[config.mk]
export PLATFORM = sky130hd
export DESIGN_NAME = tx4p_fifo_push
export DESIGN_NICKNAME = d
export VERILOG_FILES = /design/src/rtl/tx4p_fifo_push_pkg.sv /design/src/rtl/tx4p_fifo_push_sync_chain.sv /design/src/rtl/tx4p_fifo_push.sv
export SDC_FILE = /design/constraint.sdc
export NUM_CORES = 1
export LEC_CHECK = 0
export CAP_MARGIN = 0
export CORE_AREA = 2 2 70 72
export DETAILED_ROUTE_END_ITERATION = 7
export DIE_AREA = 0 0 72 74
export DONT_BUFFER_PORTS = 1
export PLACE_DENSITY = 0.65
export REMOVE_ABC_BUFFERS = 1
export SLEW_MARGIN = 20
export SYNTH_ARGS = -nofsm -noshare
export SYNTH_HDL_FRONTEND = slang
export SYNTH_SLANG_ARGS = --single-unit
[constraint.sdc]
create_clock -name clk -period 1.8 [get_ports clk]
set_clock_uncertainty 0.05 [all_clocks]
set_input_delay 0.36 -clock clk [delete_from_list [all_inputs] [get_ports clk]]
set_output_delay 0.36 -clock clk [all_outputs]
set_load 0.005 [all_outputs]
[src/rtl/tx4p_fifo_push_pkg.sv]
// Shared definitions for the four-phase push transmitter and its receiver.
package tx4p_fifo_push_pkg;

  localparam int DATA_W_DEFAULT = 8;

  typedef enum logic [1:0] {
    ST_IDLE = 2'd0,
    ST_REQ  = 2'd1,
    ST_WAIT = 2'd2
  } state_t;

endpackage

[src/rtl/tx4p_fifo_push_sync_chain.sv]
// Single-bit multi-flop synchroniser for a level crossing into clk.
// Shared with the matching receiver, which uses it on req.
module sync_chain #(
  parameter int STAGES = 2
) (
  input  logic clk,
  input  logic reset,
  input  logic d,
  output logic q
);

  logic [STAGES-1:0] flops;

  // Shift the asynchronous level through the chain; all flops clear on reset.
  always_ff @(posedge clk or negedge reset) begin
    if (!reset) flops <= '0;
    else        flops <= {flops[STAGES-2:0], d};
  end

  assign q = flops[STAGES-1];

endmodule

[src/rtl/tx4p_fifo_push.sv]
// Buffered four-phase push transmitter: words from the local core are queued
// in a small FIFO and sent one at a time over a req/ack handshake.
//
// state   | meaning
// --------+-------------------------------------------------------------
// ST_IDLE | no word in flight; launch the FIFO head once ack_s is low
// ST_REQ  | req high with output_tx stable; waiting for ack_s to rise
// ST_WAIT | req dropped; waiting for ack_s to return low
module tx4p_fifo_push
  import tx4p_fifo_push_pkg::*;
#(
  parameter int DATA_W      = DATA_W_DEFAULT,
  parameter int DEPTH       = 4,
  parameter int SYNC_STAGES = 2
) (
  input  logic              clk,
  input  logic              reset,
  input  logic              v,
  input  logic [DATA_W-1:0] input_tx,
  output logic              ready,
  input  logic              ack,
  output logic              req,
  output logic [DATA_W-1:0] output_tx,
  output logic              f,
  output logic              busy,
  output logic              ovf
);

  localparam int PW = $clog2(DEPTH);
  localparam int CW = PW + 1;

  logic [DATA_W-1:0] mem [DEPTH];
  logic [PW-1:0]     wr_ptr;
  logic [PW-1:0]     rd_ptr;
  logic [CW-1:0]     count;
  logic              push;
  logic              pop;
  logic              ack_s;
  logic              ack_d;
  logic              req_nxt;
  state_t            state;
  state_t            state_nxt;

  // Ready comes from the registered count only, so a pop never frees a slot
  // for a push in the same cycle.
  assign ready = (count != CW'(DEPTH));
  assign push  = v & ready;
  assign busy  = (count != '0) | (state != ST_IDLE);

  sync_chain #(.STAGES(SYNC_STAGES)) u_ack_sync (
    .clk   (clk),
    .reset (reset),
    .d     (ack),
    .q     (ack_s)
  );

  // FIFO storage; contents need no reset since count gates every read.
  always_ff @(posedge clk) begin
    if (push) mem[wr_ptr] <= input_tx;
  end

  // FIFO pointers, occupancy and the sticky overflow flag.
  always_ff @(posedge clk or negedge reset) begin
    if (!reset) begin
      wr_ptr <= '0;
      rd_ptr <= '0;
      count  <= '0;
      ovf    <= 1'b0;
    end else begin
      if (push) wr_ptr <= wr_ptr + PW'(1);
      if (pop)  rd_ptr <= rd_ptr + PW'(1);
      case ({push, pop})
        2'b10:   count <= count + CW'(1);
        2'b01:   count <= count - CW'(1);
        default: count <= count;
      endcase
      if (v & ~ready) ovf <= 1'b1;
    end
  end

  // Handshake next-state logic; a launch pops the head into output_tx.
  always_comb begin
    state_nxt = state;
    req_nxt   = req;
    pop       = 1'b0;
    case (state)
      ST_IDLE: begin
        if ((count != '0) && !ack_s) begin
          pop       = 1'b1;
          req_nxt   = 1'b1;
          state_nxt = ST_REQ;
        end
      end
      ST_REQ: begin
        if (ack_s) begin
          req_nxt   = 1'b0;
          state_nxt = ST_WAIT;
        end
      end
      ST_WAIT: begin
        if (!ack_s) state_nxt = ST_IDLE;
      end
      default: begin
        req_nxt   = 1'b0;
        state_nxt = ST_IDLE;
      end
    endcase
  end

  // State, registered req/output_tx, and the completion pulse, which is
  // gated by ST_REQ so an ack still high out of reset cannot fire it.
  always_ff @(posedge clk or negedge reset) begin
    if (!reset) begin
      state     <= ST_IDLE;
      req       <= 1'b0;
      output_tx <= '0;
      ack_d     <= 1'b0;
      f         <= 1'b0;
    end else begin
      state <= state_nxt;
      req   <= req_nxt;
      if (pop) output_tx <= mem[rd_ptr];
      ack_d <= ack_s;
      f     <= ack_s & ~ack_d & (state == ST_REQ);
    end
  end

endmodule

After elaboration in Yosys (flattened, before gate mapping)
Memory sizes are Yosys's and may differ from the RTL's. A register that Yosys moved wholly into a read port is not among the register bits.
Cells that the tools add are included.
{"block": "classes", "add_sub_neg": 4, "n_eq_ne": 8, "muxes": 12, "n_bitwise": 8, "reduce_logical": 9}
{"op": "two-way mux 1 bit", "count": 6}
{"op": "two-way mux 2 bit", "count": 3}
{"op": "one-hot mux 2 bit (3 select lines)", "count": 1}
{"op": "one-hot mux 3 bit (2 select lines)", "count": 1}
{"op": "AND reduction 3 bit", "count": 2}
{"op": "adder 2 x 1 -> 2 bit (second input constant)", "count": 2}
{"op": "AND 1 bit", "count": 4}
{"op": "equality test 2 x 1 -> 1 bit (second input constant)", "count": 2}
{"op": "equality test 2 bit (second input constant)", "count": 2}
{"op": "!= test 2 bit (second input constant)", "count": 2}
{"op": "nonzero test 2 bit", "count": 2}
{"op": "adder 3 x 1 -> 3 bit (second input constant)", "count": 1}
{"op": "!= test 3 bit (second input constant)", "count": 1}
{"op": "inverter 1 bit", "count": 3}
{"op": "one-hot mux 1 bit (3 select lines)", "count": 1}
{"op": "nonzero test 3 bit", "count": 1}
{"op": "subtractor 3 x 1 -> 3 bit (second input constant)", "count": 1}
{"op": "zero test 1 bit", "count": 2}
{"op": "zero test 2 bit", "count": 1}
{"op": "!= test 2 x 1 -> 1 bit (second input constant)", "count": 1}
{"op": "logical AND 1 bit", "count": 1}
{"op": "OR 1 bit", "count": 1}
{"block": "totals", "regBits": 15, "ramBits": 32, "elab_cells": 51, "mem_count": 1}
{"name": "mem", "depth": 4, "word_bits": 8, "read_ports": 1, "rd_ports_with_merged_regs": 1, "wr": 1, "line_no": "tx4p_fifo_push.sv:32", "text": "logic [DATA_W-1:0] mem [DEPTH];"}

Depth between registers and ports, before layout
{"block": "depth", "word_depth": 6, "ltp_mapped": 10}

By module
A second synthesis with hierarchy kept.
{"block": "hier_totals", "cells_unflattened": 117, "area_unflattened_um2": 2149.6}
{"mod": "tx4p_fifo_push", "n_inst": 1, "cells_each": 115, "area_each_um2": 2099.5, "seq_area_each_um2": 1486.4}
{"mod": "sync_chain", "n_inst": 1, "cells_each": 2, "area_each_um2": 50.0, "seq_area_each_um2": 50.0}

Worst setup path before layout
Ideal clock, no wire load.
{"block": "synth_path", "path_type": "flip-flop to flip-flop", "start": "register count[0]", "end": "register count[2]", "arrival_ns": 1.862, "t_required_ns": 1.671, "setup_slack_ns": -0.192, "stages_incl_launch_ff": 10, "n_path_buf": 0, "synth_period_minus_slack_ns": 1.992, "path_cell_list": "dfrtp_1 -> nor3b_1 -> nor2b_1 -> inv_1 -> ha_1 -> inv_1 -> fa_1 -> xor2_1 -> nor2_1 -> xor2_1"}
{"block": "synth_between", "elab_chain_len": 6, "word_cells_on_any_way": 12, "cone_classes": "2 x add/sub; 3 x eq/ne; 3 x mux; 1 x bitwise; 3 x reduce/logical"}
{"item": "start: declaration", "line_no": "tx4p_fifo_push.sv:35", "text": "logic [CW-1:0] count;"}
{"item": "start signal: assignment", "line_no": "tx4p_fifo_push.sv:73", "text": "2'b10: count <= count + CW'(1);"}
{"item": "start signal: assignment", "line_no": "tx4p_fifo_push.sv:74", "text": "2'b01: count <= count - CW'(1);"}
{"item": "start signal: assignment", "line_no": "tx4p_fifo_push.sv:75", "text": "default: count <= count;"}
{"item": "nonzero test 3 bit", "line_no": "tx4p_fifo_push.sv:88", "text": "if ((count != '0) && !ack_s) begin"}
{"item": "logical AND 1 bit", "line_no": "tx4p_fifo_push.sv:88"}
{"item": "two-way mux 1 bit", "line_no": "tx4p_fifo_push.sv:88"}
{"item": "two-way mux 1 bit", "line_no": "tx4p_fifo_push.sv:86", "text": "case (state)"}
{"item": "equality test 2 x 1 -> 1 bit or equality test 2 bit (tied branches)", "line_no": "tx4p_fifo_push.sv:72", "text": "case ({push, pop})"}
{"item": "one-hot mux 3 bit (2 select lines) or nonzero test 2 bit (tied branches)"}
Several ways; a longest one is shown, not always the timed one.
A chain may end at the register's enable or synchronous reset.

Worst setup path in the final report
{"block": "layout_path", "start": "register count[1]", "end": "output busy"}
{"block": "layout_between", "elab_chain_len": 2}
{"item": "nonzero test 3 bit", "line_no": "tx4p_fifo_push.sv:48", "text": "assign busy = (count != '0) | (state != ST_IDLE);"}
{"item": "OR 1 bit", "line_no": "tx4p_fifo_push.sv:48"}
{"item": "end: declaration", "line_no": "tx4p_fifo_push.sv:25", "text": "output logic busy,"}
No other way between the ends.

==> flow_summary.json <==
{
  "worstPathCellList": "or3_4, buf_6, or3_4",
  "drc": 0,
  "dp_hpwl_mm": 2.41,
  "wl_mm": 3.51,
  "ant_nets": 0,
  "hold_violations": 0,
  "grt_max_degree": 24,
  "drt-pass1-iter-count": 4,
  "cts-root-buf": "clkbuf_8",
  "nets": 160,
  "final_util": 0.548,
  "cpPeakStageDelay_ns": 0.43,
  "run_status": "finished with violations",
  "cts_num_sinks": 55,
  "numCtsBuffers": 5,
  "crit_top_cell": "or3_4",
  "p_per_area_nw_per_um2": 1630,
  "cp.required_ns": 1.39,
  "cts_tree": "done",
  "rsz0062_at_grt": "true",
  "fin_crit_ns": 2.00,
  "wl_per_cell_um": 17.8,
  "synth_seq_cells": 55,
  "postSynthCellCount": 117,
  "area_growth_pct": 15.2,
  "top_level_ports": 25,
  "place_congestion": 0.685,
  "grt_pass1_vias": 1168,
  "fp.coreArea_um2": 4600,
  "setup_viol": 3,
  "end_kind": "primary output",
  "viasPerCell": 5.21,
  "critPathArrivalTime_ns": 1.59,
  "cp-start-kind": "register",
  "yosysSeqAreaShare": 0.703,
  "clk_pin_slew_ns": 0.10,
  "antenna_cells": 0,
  "p_leak_nw": 1.00,
  "cp_max_fo": 3,
  "netlist_area_um2": 2190,
  "avgSynthCellArea_um2": 18.7,
  "yosysWarnings": 0,
  "crit_path_top_delay_cell": "dfrtp_1",
  "worst_slew_pin_slew_ns": 0.522,
  "drive_gt1_frac": 0.378,
  "clockBufferDepth": 2,
  "die_y_um": 74,
  "critPathKind": "register to primary output",
  "drv_cap": 0,
  "fmax_ghz": 0.499,
  "hp-class": "input pin to register",
  "rows": 25,
  "violations": "negative setup slack",
  "die_area_um2": 5330,
  "die_w_um": 72,
  "gr-total-overflow": 0,
  "drv_slew": 0,
  "grtUsageTotal": 0.156,
  "ir_drop_mv": 0.788,
  "initial_core_util": 0.476,
  "antenna_found_initial": 0,
  "drtIter0Drc": 26,
  "place_ws_ns": -0.268,
  "worst_slack_ns": -0.204,
  "clk_latency_ns": 0.30,
  "relSlewSlack": 0.652,
  "htreeDepth": 2,
  "crit_family": "simple AND/OR/NAND/NOR gates",
  "dr_total_vias": 1026,
  "period_share": 1.11,
  "grt_pass1_wl_mm": 5.84,
  "synthDistinctLibCells": 27,
  "path_buf_inv": 1,
  "numPortBuffers": 0
}
logic make-up (layout without fill, tap and decap cells):
family          count (synthesis)  after routing  synth area share
simple gates                   18             18            0.0578
buf+inv                        11             37            0.0297
xor+xnor                        7              7            0.0280
flops                          55             55             0.703
fa+ha+maj                       6              6            0.0378
compound gates                  2              2           0.00572
mux                            18             18             0.138
Yosys cell counts:
master / number / share of area
ha_1: 5 / 0.029
inv_1: 8 / 0.014
nor4bb_1: 1 / 0.0046
buf_6: 1 / 0.0051
xnor2_1: 4 / 0.016
fa_1: 1 / 0.0092
nand3b_4: 1 / 0.0092
a21o_1: 1 / 0.0034
nor2_2: 1 / 0.0029
or3_1: 1 / 0.0029
clkbuf_1: 1 / 0.0017
nand4b_1: 1 / 0.0040
dfrtp_1: 23 / 0.26
mux4_2: 8 / 0.082
nor3b_1: 1 / 0.0034
mux2_2: 6 / 0.031
o21ai_0: 1 / 0.0023
nor2b_1: 1 / 0.0029
nor2_1: 1 / 0.0017
nand2_1: 4 / 0.0069
and2_1: 5 / 0.014
buf_12: 1 / 0.0092
xor2_1: 3 / 0.012
mux2_4: 3 / 0.021
or3_4: 1 / 0.0051
edfxtp_1: 32 / 0.44
mux2i_1: 1 / 0.0046
flip-flops by register name, summed over array words and instances (netlist names):
signal,count
ack_d,1
count,3
f,1
mem,32
output_tx,8
ovf,1
rd_ptr,2
req,1
state,2
u_ack_sync.flops,2
wr_ptr,2
what timing repair did:
action,in CTS,in global routing
setup endpoints to repair,3,11
hold buffers,1,1
gates resized for setup,9,2
cloned,0,0
pin swaps,3,7
hold endpoints to repair,23,19
setup buffers,2,3
worst paths after layout:
path	cells after the start	to	startpoint	slack, ns
min in group asynchronous	2	count[1]$_DFFE_PN0P_	reset	0.51
min	0	u_ack_sync.flops[0]$_DFF_PN0_	ack	0.03
min reg2reg	0	u_ack_sync.flops[1]$_DFF_PN0_	u_ack_sync.flops[0]$_DFF_PN0_	0.31
max reg2reg	10	count[2]$_DFFE_PN0P_	count[1]$_DFFE_PN0P_	-0.18
max in group asynchronous	2	output_tx[1]$_DFFE_PN0P_	reset	0.84
max	3	busy	count[1]$_DFFE_PN0P_	-0.20
power breakdown:
part           total [mW]  switching [mW]  internal (mW)
Clock               0.687           0.400          0.287
Combinational        1.44           0.591          0.851
Sequential           1.98           0.251           1.73
Total                4.11            1.24           2.87
stage by stage:
stage / instance area, µm² / instances / hold slack, ns / setup TNS, ns / total power, mW
6_report: 2520 / 197 / 0.0287 / -0.549 / 4.11
5_1_grt: 2520 / 197 / 0.00416 / -0.837 / 4.41
4_1_cts: 2510 / 195 / 0.0179 / -0.526 / 4.17
3_5_place_dp: 2350 / 184 / 0.0150 / -0.345 / 3.37
3_3_place_gp: 2350 / 184 / 0.0152 / -0.0351 / 3.27
2_1_floorplan: 2150 / 114 / 0.0144 / -0.283 / 2.85
metal layers:
| metal | global-route usage | wire, µm | vias to the layer above |
|---|---|---|---|
| met3 | 0.0528 | 174 | 5 |
| met1 | 0.162 | 1250 | 525 |
| li1 | - | - | 475 |
| met2 | 0.295 | 2050 | 21 |
| met4 | 0.0566 | 38 | 0 |
| met5 | 0 | 0 | - |
placed cells by master, fill, tap and decap left out, types with 2 or more instances in the layout:
| master | instances |
|---|---|
| edfxtp_1 | 32 |
| dfrtp_1 | 23 |
| buf_4 | 16 |
| mux4_2 | 8 |
| inv_1 | 6 |
| mux2_2 | 6 |
| and2_1 | 5 |
| clkbuf_8 | 5 |
| nand2_1 | 4 |
| xnor2_1 | 4 |
| ha_1 | 4 |
| mux2_4 | 3 |
| xor2_1 | 3 |
| or3_4 | 2 |
| inv_6 | 2 |
| buf_6 | 2 |
layout make-up:
class	count	area (µm²)
Inverter	8	32.5
Clock inverter	3	26.3
Timing Repair Buffer	21	178
Fill cell	375	2080
Tap cell	54	67.6
Multi-Input combinational cell	51	611
Clock buffer	5	68.8
Sequential cell	55	1540
Power figures use the tool's default switching activity.
